`src/rtl/exec_sequencer.sv`:
```
// Execute-stage controller upstream of a combinational ALU.
// Accepts one instruction per handshake, owns a small register file and the
// architectural zero flag, and retires each instruction in four cycles.
module exec_sequencer #(
  parameter int DATA_WIDTH = 8,
  parameter int OP_WIDTH   = 4,
  parameter int REG_ADDR_W = 2
) (
  input  logic                  CLK,
  input  logic                  RST_N,
  input  logic                  INSTR_VALID,
  output logic                  INSTR_READY,
  input  logic [OP_WIDTH-1:0]   INSTR_OP,
  input  logic [REG_ADDR_W-1:0] INSTR_RD,
  input  logic [REG_ADDR_W-1:0] INSTR_RS,
  input  logic [DATA_WIDTH-1:0] INSTR_IMM,
  input  logic                  INSTR_USE_IMM,
  output logic [DATA_WIDTH-1:0] ALU_IN0,
  output logic [DATA_WIDTH-1:0] ALU_IN1,
  output logic [OP_WIDTH-1:0]   ALU_OP,
  input  logic [DATA_WIDTH-1:0] ALU_OUT,
  input  logic                  ALU_ZF,
  output logic                  DONE,
  output logic                  ILLEGAL,
  output logic                  Z,
  input  logic [REG_ADDR_W-1:0] DBG_SEL,
  output logic [DATA_WIDTH-1:0] DBG_DATA
);

  localparam int NREGS = 1 << REG_ADDR_W;

  typedef enum logic [1:0] {
    S_IDLE,
    S_LATCH,
    S_EXEC,
    S_WB
  } state_t;

  state_t                  state_q, state_d;
  logic [OP_WIDTH-1:0]     op_q, op_d;
  logic [REG_ADDR_W-1:0]   rd_q, rd_d;
  logic [DATA_WIDTH-1:0]   in0_q, in0_d;
  logic [DATA_WIDTH-1:0]   in1_q, in1_d;
  logic [DATA_WIDTH-1:0]   res_q, res_d;
  logic                    zf_q, zf_d;
  logic                    z_q, z_d;
  logic [DATA_WIDTH-1:0]   regs_q [NREGS];
  logic [DATA_WIDTH-1:0]   regs_d [NREGS];

  // Opcode classes for the retiring instruction.
  logic op_alu_z;   // ALU result written back, zero flag updated
  logic op_self;    // RD rewritten with its own value
  logic op_move;    // RD <= IN1
  logic op_illegal; // no write, flagged

  // Decode the opcode held in the operand register.
  always_comb begin
    op_alu_z   = (op_q < OP_WIDTH'(10)) || (op_q == OP_WIDTH'(12));
    op_self    = (op_q == OP_WIDTH'(10));
    op_move    = (op_q == OP_WIDTH'(11));
    op_illegal = (op_q > OP_WIDTH'(12));
  end

  // Next-state, operand capture, result sampling and write-back.
  always_comb begin
    state_d = state_q;
    op_d    = op_q;
    rd_d    = rd_q;
    in0_d   = in0_q;
    in1_d   = in1_q;
    res_d   = res_q;
    zf_d    = zf_q;
    z_d     = z_q;
    regs_d  = regs_q;
    unique case (state_q)
      S_IDLE: begin
        if (INSTR_VALID) begin
          op_d    = INSTR_OP;
          rd_d    = INSTR_RD;
          in0_d   = regs_q[INSTR_RD];
          in1_d   = INSTR_USE_IMM ? INSTR_IMM : regs_q[INSTR_RS];
          state_d = S_LATCH;
        end
      end
      S_LATCH: state_d = S_EXEC;
      S_EXEC: begin
        res_d   = ALU_OUT;
        zf_d    = ALU_ZF;
        state_d = S_WB;
      end
      S_WB: begin
        if (op_alu_z) begin
          regs_d[rd_q] = res_q;
          z_d          = zf_q;
        end else if (op_self) begin
          regs_d[rd_q] = in0_q;
        end else if (op_move) begin
          regs_d[rd_q] = in1_q;
        end
        state_d = S_IDLE;
      end
      default: state_d = S_IDLE;
    endcase
  end

  // State and datapath registers; reset clears everything and blocks write-back.
  always_ff @(posedge CLK) begin
    if (!RST_N) begin
      state_q <= S_IDLE;
      op_q    <= '0;
      rd_q    <= '0;
      in0_q   <= '0;
      in1_q   <= '0;
      res_q   <= '0;
      zf_q    <= 1'b0;
      z_q     <= 1'b0;
      for (int unsigned i = 0; i < NREGS; i++) begin
        regs_q[i] <= '0;
      end
    end else begin
      state_q <= state_d;
      op_q    <= op_d;
      rd_q    <= rd_d;
      in0_q   <= in0_d;
      in1_q   <= in1_d;
      res_q   <= res_d;
      zf_q    <= zf_d;
      z_q     <= z_d;
      regs_q  <= regs_d;
    end
  end

  // Outputs derived from registered state only (DBG_DATA is a plain read port).
  always_comb begin
    INSTR_READY = (state_q == S_IDLE);
    DONE        = (state_q == S_WB);
    ILLEGAL     = (state_q == S_WB) && op_illegal;
    ALU_IN0     = in0_q;
    ALU_IN1     = in1_q;
    ALU_OP      = op_q;
    Z           = z_q;
    DBG_DATA    = regs_q[DBG_SEL];
  end

endmodule

```
`config.mk`:
```
export PLATFORM = sky130hd
export DESIGN_NAME = exec_sequencer
export DESIGN_NICKNAME = d
export VERILOG_FILES = /design/src/rtl/exec_sequencer.sv
export SDC_FILE = /design/constraint.sdc
export NUM_CORES = 1
export LEC_CHECK = 0
export BUFFER_PORTS_ARGS = -buffer_cell sky130_fd_sc_hd__buf_2
export CAP_MARGIN = 20
export CELL_PAD_IN_SITES_DETAIL_PLACEMENT = 0
export CELL_PAD_IN_SITES_GLOBAL_PLACEMENT = 2
export CORE_MARGIN = 2
export CORE_UTILIZATION = 38
export CTS_CLUSTER_DIAMETER = 30
export CTS_CLUSTER_SIZE = 28
export DETAILED_ROUTE_END_ITERATION = 10
export PLACE_DENSITY = 0.85
export SYNTH_ARGS = -nofsm -noshare
export SYNTH_HDL_FRONTEND = slang
export SYNTH_SLANG_ARGS = --single-unit
```
`constraint.sdc`:
```
create_clock -name CLK -period 4.3 [get_ports CLK]
set_clock_uncertainty 0.2 [all_clocks]
set_input_delay 0.43 -clock CLK [delete_from_list [all_inputs] [get_ports CLK]]
set_output_delay 0.43 -clock CLK [all_outputs]
set_load 0.01 [all_outputs]
```
* Word level (Yosys, flattened, before mapping)
Cells that the tools add are included.
** Operators by class
- Magnitude comparators :: 7
- Bitwise gates (word level) :: 4
- Reductions and logical operators :: 8
- Multiplexer cells :: 20
- Eq/ne operators :: 7
** Operator list (number)
- bitwise mux 32 bit :: 3
- two-way mux 32 bit :: 3
- two-way mux 8 bit :: 8
- binary-select mux 8 bit (select 2 bit) :: 3
- demux 8 bit (select 2 bit) :: 1
- equality test 4 bit, second input constant :: 3
- >= comparator 3 bit, second input constant :: 4
- inverter 2 -> 3 bit :: 4
- one-hot mux 2 bit (4 select lines) :: 1
- AND reduction 2 bit :: 3
- equality test 2 bit, second input constant :: 2
- greater-than comparator 4 bit, second input constant :: 1
- < comparator 4 bit, second input constant :: 1
- < comparator 3 x 1 -> 1 bit, second input constant :: 1
- nonzero test 3 bit :: 1
- equality test 2 x 1 -> 1 bit, second input constant :: 1
- logical AND 1 bit :: 2
- zero test 2 bit :: 1
- two-way mux 2 bit :: 1
- != test 2 bit, second input constant :: 1
- logical OR 1 bit :: 1
** Word-level totals
- Register bits :: 66
- Input port bits :: 31

* Logic depth before layout (Yosys ltp)
Gate-level depths: netlist of run 1.
- Word-level depth :: 9
- Mapped depth :: 6

* Worst setup path before layout of run 1
Ideal clock, no wire load.
- Kind :: input to output
- Start point :: input DBG_SEL[0]
- End point :: output DBG_DATA[0]
- Required time :: 3670 ps
- Data arrival time :: 1218 ps
- Cell stages on the path :: 2
- Path buffers :: 1
- Setup slack :: 2452 ps
- Cells stage by stage :: buf_2 mux4_2
** Between the ends
- Longest elaborated chain between the ends :: 4
** RTL lines
- start, declared :: line 26 : input logic [REG_ADDR_W-1:0] DBG_SEL,
- inverter 2 -> 3 bit (implied by the code) :: line 142 : DBG_DATA = regs_q[DBG_SEL];
- binary-select mux 8 bit (select 2 bit) :: line 142
- two-way mux 8 bit (implied by the code) (2 in a row) :: line 142
- end, declared :: line 27 : output logic [DATA_WIDTH-1:0] DBG_DATA
No other way between the ends. The select of a mux whose other input is x is not followed.

* Final worst setup path of run 1
- Start point :: register op_q[2] (netlist: ALU_OP[2])
- End point :: register regs_q[0] in the netlist's numbering
** Between the ends
- Longest elaborated chain between the ends :: 4
- Elaborated cells on any way between the ends :: 9
- Classes of those cells :: order compare (1); eq/ne (3); mux (2); reduce/logical (3)
** RTL lines
- start, declared :: line 40 : logic [OP_WIDTH-1:0] op_q, op_d;
- start signal, assigned :: line 122 : op_q <= op_d;
- < comparator 4 bit / equality test 4 bit (equally long branches) :: line 58 : op_alu_z = (op_q < OP_WIDTH'(10)) || (op_q == OP_WIDTH'(12));
- logical OR 1 bit :: line 58
- nonzero test 3 bit (no source line)
- AND reduction 2 bit (no source line)
- end signal, assigned :: line 129 : regs_q <= regs_d;
- end, declared :: line 47 : logic [DATA_WIDTH-1:0] regs_q [NREGS];
Parallel ways exist; a longest one is shown, timed or not.
A chain may end at the register's enable or synchronous reset.

==> results.ini, run 1 <==
[yosys]
synth_warnings = 0
syn_area_um2 = 3200
syn-num-nets = 309
synthCells = 275
ys_seq_area_frac = 0.413
synth_top_area_frac = 0.413
synth_cell_types = 25
synth_top_area_cell = dfxtp_1
synth_area_leaders = dfxtp_1, mux4_2, a22o_1
ys_seq_elements = 66
synth.avg_cell_area_um2 = 11.6

[critical_path]
crit_type = reg -> reg
cp_top_family = multiplexers
crit_arrival_ps = 2190
worst-path-stages = 4
cp.required_ps = 4330
start_kind = flip-flop
end_kind = flip-flop
critPathMaxFanout = 8
slowest_stage = and4bb_1
cp.buffers_inverters = 0
timing.critical_path.mode_cell = mux2_4
reg2reg_depth = 4
crit_chain = and4bb_1 > mux2_4 > mux2_4 > a22o_1
slowest_delay_ps = 640

[finish]
final_core_util = 0.464
final_design_area_no_fill_um2 = 3790
fillers = 805
layout_common_cells = dfxtp_1, buf_2, a22o_1, nand2_1, mux4_2
fin_nets = 365
syn_to_final_growth_pct = 18.5
final_common_cell = dfxtp_1
diodes = 0
drive_above_1_share = 0.352

[grt]
use_met2 = 0.283
antenna_found_initial = 0
grt_usage = 0.195
grt_use_met1 = 0.280
use_met3 = 0.0564
grt_overflow = 0
grt_first_pass_wirelength_um = 12900
top_usage_layer = met2
first_global_vias = 2221
grt_start_max_net_pins = 41

[timing]
fin_tns_setup_ps = 0
slew_headroom = 0.335
rsz0062_at_grt = no
finalCritPeriodShare = 0.502
drv_slew = 0
finalSetupViolations = 0
period_minus_slack_ps = 2160
max_freq_ghz = 0.463
timing_hold_violations_final = 0
max_slew.worst_pin.slew_ps = 997

[clock_tree]
tritoncts = done
clkLatencyLatePin_ps = 340
htreeDepth = 3
postCtsSetupBuffers = 0
path_clk_slew_ps = 70
cts-root-buf = clkbuf_8
clk_path_buf_depth = 2
cts_made_buffers = 9
cts.repair.resized = 0
cts.hold.buffers_added = 0
cts_sinks = 66

[min_path]
hold_path.class = in -> reg
holdPathStages = 3

[placed_design]
place_area_um2 = 3570
place.gp.congestion = 0.775
port_buffers = 62
hpwl_um = 5750

[run]
maxCapViolCount = 0

[die]
ios = 63
core_area_um2 = 8180
dieHeight_um = 95.8
die_w_um = 95.8
rows = 33
initial_core_util = 0.392
dieArea_um2 = 9180

[routing]
drt_iter0_markers = 139
vias_per_cell = 5.47
ant_nets = 0
via_count = 2406
drc = 0
wl_per_cell_um = 18.7
detail_route.first_pass.iterations = 4
totalWireLength_um = 8220

[pwr]
peakVddDrop_v = 0.000216
powerDensity_nw_per_um2 = 451
power_leakage_uw = 0.00153

[status]
outcome = complete, no violations

==> cell usage after synthesis <==
| master | instances |
|---|---|
| clkbuf_1 | 11 |
| buf_2 | 4 |
| and2_1 | 1 |
| and4bb_1 | 1 |
| dfxtp_1 | 66 |
| nor2b_1 | 11 |
| nand3_1 | 1 |
| o21a_1 | 2 |
| buf_1 | 2 |
| o21ai_0 | 10 |
| a22o_1 | 32 |
| nand2_1 | 31 |
| mux4_2 | 24 |
| nand2b_1 | 2 |
| o211ai_1 | 1 |
| a21boi_0 | 15 |
| a21oi_1 | 10 |
| ha_1 | 3 |
| mux2_4 | 16 |
| inv_1 | 3 |
| mux2i_1 | 18 |
| buf_6 | 1 |
| nor2_1 | 6 |
| nand3b_1 | 2 |
| o31a_1 | 2 |
==> registers in the layout, indices dropped and copies added (netlist names), 2 cells and up <==
| signal | cells |
|---|---|
| ALU_IN0 | 8 |
| ALU_OP | 4 |
| state_q | 2 |
| ALU_IN1 | 8 |
| res_q | 8 |
| regs_q | 32 |
| rd_q | 2 |
==> area by class of cell <==
cell class / count / area, µm² / share of cell area
inverters: 3 / 11.3 / 0.00297
clock inverters: 1 / 30.0 / 0.00791
multi-input cells: 188 / 1790 / 0.472
repair buffers: 63 / 318 / 0.0837
well taps: 105 / 131 / 0.0346
flip-flops and latches: 66 / 1320 / 0.348
clock buffers: 14 / 193 / 0.0508
==> power breakdown <==
group / switching [µW] / leakage (µW) / internal (µW)
combinational: 237 / 0.000882 / 182
sequential: 52.4 / 0.000535 / 675
clock: 223 / 0.000115 / 344
==> final timing paths <==
path                             startpoint    endpoint  slack, ps
worst min register to register   ALU_IN0[7]  ALU_IN0[7]        280
worst min-delay path            INSTR_OP[3]   ALU_OP[3]        130
worst max-delay path              ALU_OP[2]   regs_q[0]       2140
worst max register to register    ALU_OP[2]   regs_q[0]       2140
==> worst reg2reg max path, cell delays in order (launching register included) <==
cell and delay (ps):
dfxtp_1 340, and4bb_1 640, mux2_4 380, mux2_4 290
a22o_1 200
==> per-layer routing <==
metal  vias up  wire length [µm]
met2        84              3660
met1      1164              3740
met5         -                 0
li1       1146                 -
met3        12               671
met4         0               155
==> stage by stage <==
stage	hold WS [ps]	worst slack (ps)	power, µW	std cells
2_1_floorplan	252	2450	1030	275
6_report	130	2140	1710	440
4_1_cts	118	2130	1730	440
5_1_grt	133	1940	1810	440
3_5_place_dp	276	2120	1160	425
3_3_place_gp	275	2130	1160	425
==> cell families after synthesis <==
logic type               share of synthesized area
adder cells (fa/ha/maj)                     0.0117
flip-flops                                   0.413
multiplexers                                 0.300
AO/OA/AOI/OAI                                0.166
AND/OR/NAND/NOR                             0.0809
buffers and inverters                       0.0285
Power figures use the tool's default switching activity.
==> inputs of run 2 (changes only) <==
--- a/config.mk
+++ b/config.mk
@@ -10,11 +10,11 @@
 export CELL_PAD_IN_SITES_DETAIL_PLACEMENT = 0
 export CELL_PAD_IN_SITES_GLOBAL_PLACEMENT = 2
 export CORE_MARGIN = 2
-export CORE_UTILIZATION = 38
+export CORE_UTILIZATION = 36
 export CTS_CLUSTER_DIAMETER = 30
 export CTS_CLUSTER_SIZE = 28
 export DETAILED_ROUTE_END_ITERATION = 10
-export PLACE_DENSITY = 0.85
+export PLACE_DENSITY = 0.82
 export SYNTH_ARGS = -nofsm -noshare
 export SYNTH_HDL_FRONTEND = slang
 export SYNTH_SLANG_ARGS = --single-unit
==> constraint.sdc (replaced) <==
create_clock -name CLK -period 2.2 [get_ports CLK]
set_clock_uncertainty 0.2 [all_clocks]
set_input_delay 0.22 -clock CLK [delete_from_list [all_inputs] [get_ports CLK]]
set_output_delay 0.22 -clock CLK [all_outputs]
set_load 0.01 [all_outputs]
==> run 2 against run 1 <==
Critical path depth increased by 1. Flip-flop and latch count is the same. Global-route usage is essentially flat. Highest routed layer unchanged. Sequential power increased by 96%. Via count is 5.4% higher. Wire length up 11%. Hold slack lost 41 ps. Non-clock buffer count grew 35. Final area increased by 8.4%.
==> results.ini, run 2 (synthesized netlist as in run 1, its figures left out) <==
[status]
outcome = complete, no violations

[routing]
via_count = 2537  ; +5.4%
vias_per_cell = 5.30  ; -3.1%
detail_route.first_pass.iterations = 4  ; unchanged
drt_iter0_markers = 127  ; -8.6%
ant_nets = 0  ; unchanged
wl_per_cell_um = 19.1  ; +2.4%
totalWireLength_um = 9170  ; +11%
drc = 0  ; unchanged

[timing]
slew_headroom = 0.628  ; +0.293
finalCritPeriodShare = 0.891  ; +0.388
period_minus_slack_ps = 1960  ; -201 ps
finalSetupViolations = 0  ; unchanged
rsz0062_at_grt = no
timing_hold_violations_final = 0  ; unchanged
timing.final.ws_setup_ps = 241  ; -1900 ps
drv_slew = 0  ; unchanged
max_slew.worst_pin.slew_ps = 556  ; -441 ps
fin_tns_setup_ps = 0  ; unchanged
max_freq_ghz = 0.510  ; +10%

[grt]
grt_usage = 0.195  ; -0.000418
grt_overflow = 0  ; unchanged
first_global_vias = 2431  ; +9.5%
grt_first_pass_wirelength_um = 14100  ; +9.0%
antenna_found_initial = 0  ; unchanged
grt_start_max_net_pins = 33  ; -20%

[die]
dieHeight_um = 98.3  ; +2.6%
core_area_um2 = 8680  ; +6.2%
die_w_um = 98.3  ; +2.6%
ios = 63  ; unchanged
dieArea_um2 = 9670  ; +5.3%
rows = 34  ; +3.0%
initial_core_util = 0.369  ; -0.0227

[min_path]
holdPathStages = 3  ; unchanged
min_from = INSTR_RD[1]
min_to = rd_q[1]
hold_path.class = in -> reg

[placed_design]
hpwl_um = 6440  ; +12%
dp_cells = 440  ; +3.5%
port_buffers = 62  ; unchanged
place.gp.congestion = 0.804  ; +3.7%
pre_cts_ws_ps = 257  ; -1860 ps

[critical_path]
reg2reg_from = ALU_OP[2]
reg2reg_depth = 5  ; +1
reg2reg_slack_ps = 240  ; -1900 ps
start_kind = flip-flop
crit_type = reg -> reg
end_kind = flip-flop
crit_arrival_ps = 1990  ; -200 ps
critPathMaxFanout = 8  ; unchanged
rr_endpoint = regs_q[2]
cp.required_ps = 2230  ; -2100 ps

[pwr]
combPwrFrac = 0.264  ; +0.020
p_switching_uw = 1070  ; +110%
powerDensity_nw_per_um2 = 824  ; +83%
power_leakage_uw = 0.00169  ; +10%
netSwitchingFraction = 0.316  ; +0.0167
p_clk_frac = 0.313  ; -0.018
power_uw = 3390  ; +98%
peakVddDrop_v = 0.000289  ; +34%
pwr-share-seq = 0.423  ; -0.002
internal_power_uw = 2320  ; +93%

[clock_tree]
tritoncts = done
clk_path_buf_depth = 2  ; unchanged
path_clk_slew_ps = 70  ; about the same
clkLatencyLatePin_ps = 340  ; about the same
cts.repair.resized = 0  ; unchanged
cts-root-buf = clkbuf_8
cts_made_buffers = 9  ; unchanged
htreeDepth = 3  ; unchanged
cts_sinks = 66  ; unchanged

[finish]
multi_input_area_um2 = 1790  ; unchanged
layout_common_cells = dfxtp_1, buf_2, a22o_1, nand2_1, mux4_2
diodes = 0  ; unchanged
drive_above_1_share = 0.353  ; +0.000861
final_common_cell = dfxtp_1
fin_nets = 400  ; +9.6%
regArea_um2 = 1320  ; unchanged
fin_cells = 479  ; +8.9%
syn_to_final_growth_pct = 28.4
fillers = 877  ; +8.9%
largest_reg_flops = 32  ; unchanged
regMostFlops = regs_q

[run]
maxCapViolCount = 0  ; unchanged

## run 2: worst max-delay path: stages, from the launching register on
cell and delay, ps:
dfxtp_1 340, and4bb_1 270, buf_4 230, mux2_4 340, mux2_4 280, a22o_1 200
## run 2: worst max path at each step
stage	to	slack (ps)	from
finish	regs_q[2]	240	ALU_OP[2]
global route	regs_q[10]	170	ALU_OP[2]
CTS	regs_q[2]	240	ALU_OP[2]
detailed placement	regs_q[2]	260	ALU_OP[2]
global placement	regs_q[26]	270	ALU_OP[2]
floorplan	regs_q[10]	360	ALU_OP[2]
## run 2: per-layer routing
| layer | track usage | wire length [µm] | up-vias |
|---|---|---|---|
| li1 | - | - | 1220 |
| met1 | 0.273 | 4210 | 1237 |
| met2 | 0.309 | 4360 | 75 |
| met3 | 0.0293 | 546 | 5 |
| met4 | 0.0664 | 56 | 0 |
| met5 | 0 | 0 | - |
## run 2: power by group through the flow
stage / sequential, µW / clock [µW] / combinational [µW]
6_report: 1430 / 1060 / 893
5_1_grt: 1450 / 1130 / 980
4_1_cts: 1430 / 1080 / 904
3_5_place_dp: 1460 / 0 / 870
3_3_place_gp: 1460 / 0 / 853
2_1_floorplan: 1450 / 0 / 562
## run 2: layout make-up
cell class                 count  area share
tap                          108      0.0329
clock buffer                  11      0.0368
inverter                       3     0.00274
timing repair buffer          98       0.158
sequential                    66       0.321
multi-input combinational    188       0.435
clock inverter                 5      0.0128
## run 2: through the flow
stage                     hold slack (ps)   util  area (µm²)
after floorplan                       165      -        3200
after global placement                264  0.424        3680
after detailed placement              275  0.424        3680
after CTS                            73.5  0.474        4110
after global routing                 77.2  0.474        4110
final                                89.1  0.474        4110
## run 2: repair_timing
action / CTS / global route
endpoints found under the hold margin: 24 / 0
setup buffers: 0 / 0
hold buffers: 23 / 0
==> inputs of run 3 (changes only) <==
--- a/config.mk
+++ b/config.mk
@@ -9,7 +9,6 @@
 export CAP_MARGIN = 20
 export CELL_PAD_IN_SITES_DETAIL_PLACEMENT = 0
 export CELL_PAD_IN_SITES_GLOBAL_PLACEMENT = 2
-export CORE_MARGIN = 2
 export CORE_UTILIZATION = 36
 export CTS_CLUSTER_DIAMETER = 30
 export CTS_CLUSTER_SIZE = 28
==> run 3 against run 2 <==
The flow now finishes with violations (negative hold slack). Flip-flop and latch count is the same. Final area shrank 0.91%. Critical path depth is the same. Die area shrank 4.0%. Total power grew 0.88%. Setup slack lost 16 ps. Hold slack lost 91 ps. Critical endpoint is now regs_q[5].
==> results.ini, run 3 (synthesized netlist as in run 1, its figures left out) <==
[critical_path]
crit_arrival_ps = 2010  ; +20 ps
reg2reg_from = ALU_OP[2]
slowest_stage = dfxtp_1
reg2reg_depth = 5  ; unchanged
cp.required_ps = 2230  ; about the same
start_kind = flip-flop
timing.critical_path.mode_cell = mux2_4
crit_type = reg -> reg
critPathCapture = regs_q[5]
rr_endpoint = regs_q[5]
slowest_delay_ps = 340  ; about the same
startpoint = ALU_OP[2]
end_kind = flip-flop
crit_chain = and4bb_1 > buf_4 > mux2_4 > mux2_4 > a22o_1
critPathMaxFanout = 8  ; unchanged
reg2reg_slack_ps = 230  ; -20 ps

[finish]
regMostFlops = regs_q
largest_reg_flops = 32  ; unchanged
diodes = 0  ; unchanged
fin_nets = 394  ; -1.5%
final_common_cell = dfxtp_1
regArea_um2 = 1320  ; unchanged
layout_common_cells = dfxtp_1, buf_2, a22o_1, nand2_1, mux4_2
drive_above_1_share = 0.342  ; -0.0106
syn_to_final_growth_pct = 27.2
multi_input_area_um2 = 1790  ; unchanged
fillers = 827  ; -5.7%

[timing]
finalCritPeriodShare = 0.898  ; +0.00709
fin_tns_setup_ps = 0  ; unchanged
fin_hold_ws_ps = -1.44  ; -90.5 ps
max_freq_ghz = 0.506  ; -0.79%
drv_slew = 0  ; unchanged
period_minus_slack_ps = 1970  ; +15.6 ps
max_slew.worst_pin.slew_ps = 498  ; -57.8 ps
rsz0062_at_grt = no
slew_headroom = 0.667  ; +0.0386
timing_hold_violations_final = 1  ; +1
finalSetupViolations = 0  ; unchanged

[grt]
grt_usage = 0.203  ; +0.00792
first_global_vias = 2329  ; -4.2%
antenna_found_initial = 0  ; unchanged
grt_start_max_net_pins = 27  ; -18%
grt_first_pass_wirelength_um = 13300  ; -5.4%
grt_overflow = 0  ; unchanged

[die]
initial_core_util = 0.369  ; unchanged
rows = 34  ; unchanged
die_w_um = 96.3  ; -2.0%
core_area_um2 = 8680  ; unchanged
dieArea_um2 = 9280  ; -4.0%
dieHeight_um = 96.3  ; -2.0%
ios = 63  ; unchanged

[clock_tree]
htreeDepth = 3  ; unchanged
tritoncts = done
cts-root-buf = clkbuf_8
clkLatencyLatePin_ps = 340  ; about the same
clk_path_buf_depth = 2  ; unchanged
cts_made_buffers = 9  ; unchanged
cts_sinks = 66  ; unchanged
path_clk_slew_ps = 70  ; about the same

[placed_design]
port_buffers = 62  ; unchanged
hpwl_um = 6110  ; -5.1%
place.gp.congestion = 0.815  ; +1.4%

[routing]
drc = 0  ; unchanged
top_layer_used = met4
ant_nets = 0  ; unchanged
detail_route.first_pass.iterations = 4  ; unchanged
totalWireLength_um = 8950  ; -2.4%
routed-wl-met3_um = 498  ; -8.8%
wl_met2_um = 4090  ; -6.2%
via_count = 2526  ; -0.43%
wl_met1_um = 4180  ; -0.55%
vias_per_cell = 5.34  ; +0.83%
wl_per_cell_um = 18.9  ; -1.2%
drt_iter0_markers = 164  ; +29%

[pwr]
p_clk_frac = 0.322  ; +0.009
netSwitchingFraction = 0.302  ; -0.0133
peakVddDrop_v = 0.000342  ; +18%
internal_power_uw = 2390  ; +2.8%
combPwrFrac = 0.258  ; -0.006
powerDensity_nw_per_um2 = 839  ; +1.8%
power_leakage_uw = 0.00166  ; -1.5%
pwr-share-seq = 0.420  ; -0.003
p_switching_uw = 1030  ; -3.4%

[status]
outcome = finished, violations left
failed_checks = negative hold slack

[run]
maxCapViolCount = 0  ; unchanged

[min_path]
hold_path.class = in -> reg

[run 3: repair_timing]
item | in CTS | in global routing
endpoints found under the hold margin | 21 | 0
resized for setup | 0 | 0
hold buffers | 21 | 0
buffers inserted | 0 | 0
[run 3: power by group through the flow]
stage | Clock [µW] | Combinational (µW) | Sequential, µW
after floorplan | 0 | 562 | 1450
after global placement | 0 | 851 | 1460
after detailed placement | 0 | 861 | 1460
after CTS | 1120 | 893 | 1440
after global routing | 1180 | 966 | 1450
final | 1100 | 881 | 1440
[run 3: through the flow]
stage / util / setup slack [ps] / power (µW) / cell area, µm² / instances
floorplan: - / 356 / 2010 / 3200 / 275
global placement: 0.420 / 253 / 2310 / 3650 / 436
detailed placement: 0.420 / 231 / 2320 / 3650 / 436
CTS: 0.470 / 217 / 3450 / 4080 / 473
global route: 0.470 / 152 / 3590 / 4080 / 473
finish: 0.470 / 225 / 3420 / 4080 / 473
[run 3: worst min-delay path by stage]
stage                       from    endpoint  slack (ps)  cells after the start
floorplan            INSTR_OP[3]   ALU_OP[3]         160                      2
global route        INSTR_IMM[4]  ALU_IN1[4]           5                      3
detailed placement       rd_q[1]     rd_q[1]         280                      2
CTS                 INSTR_IMM[4]  ALU_IN1[4]           5                      3
global placement         rd_q[1]     rd_q[1]         270                      2
finish              INSTR_IMM[4]  ALU_IN1[4]          -1                      3
[run 3: area by class of cell]
class | count | area share
clock buffers | 15 | 0.0457
clock inverters | 1 | 0.00737
inverters | 3 | 0.00276
multi-input cells | 188 | 0.439
flip-flops and latches | 66 | 0.324
well taps | 108 | 0.0332
repair buffers | 92 | 0.147
[run 3: routing by layer]
metal | up-vias | track usage
met3 | 12 | 0.0237
li1 | 1209 | -
met1 | 1221 | 0.289
met5 | - | 0
met4 | 0 | 0.0833
met2 | 84 | 0.311
[run 3: critical path: cells and delay by family (launching register included)]
| kind | cells | cell delay (ps) |
|---|---|---|
| AOI/OAI and AO/OA | 1 | 200 |
| and+or+nand+nor | 1 | 270 |
| muxes | 2 | 620 |
| buffers and inverters | 1 | 230 |
| DFF | 1 | 340 |
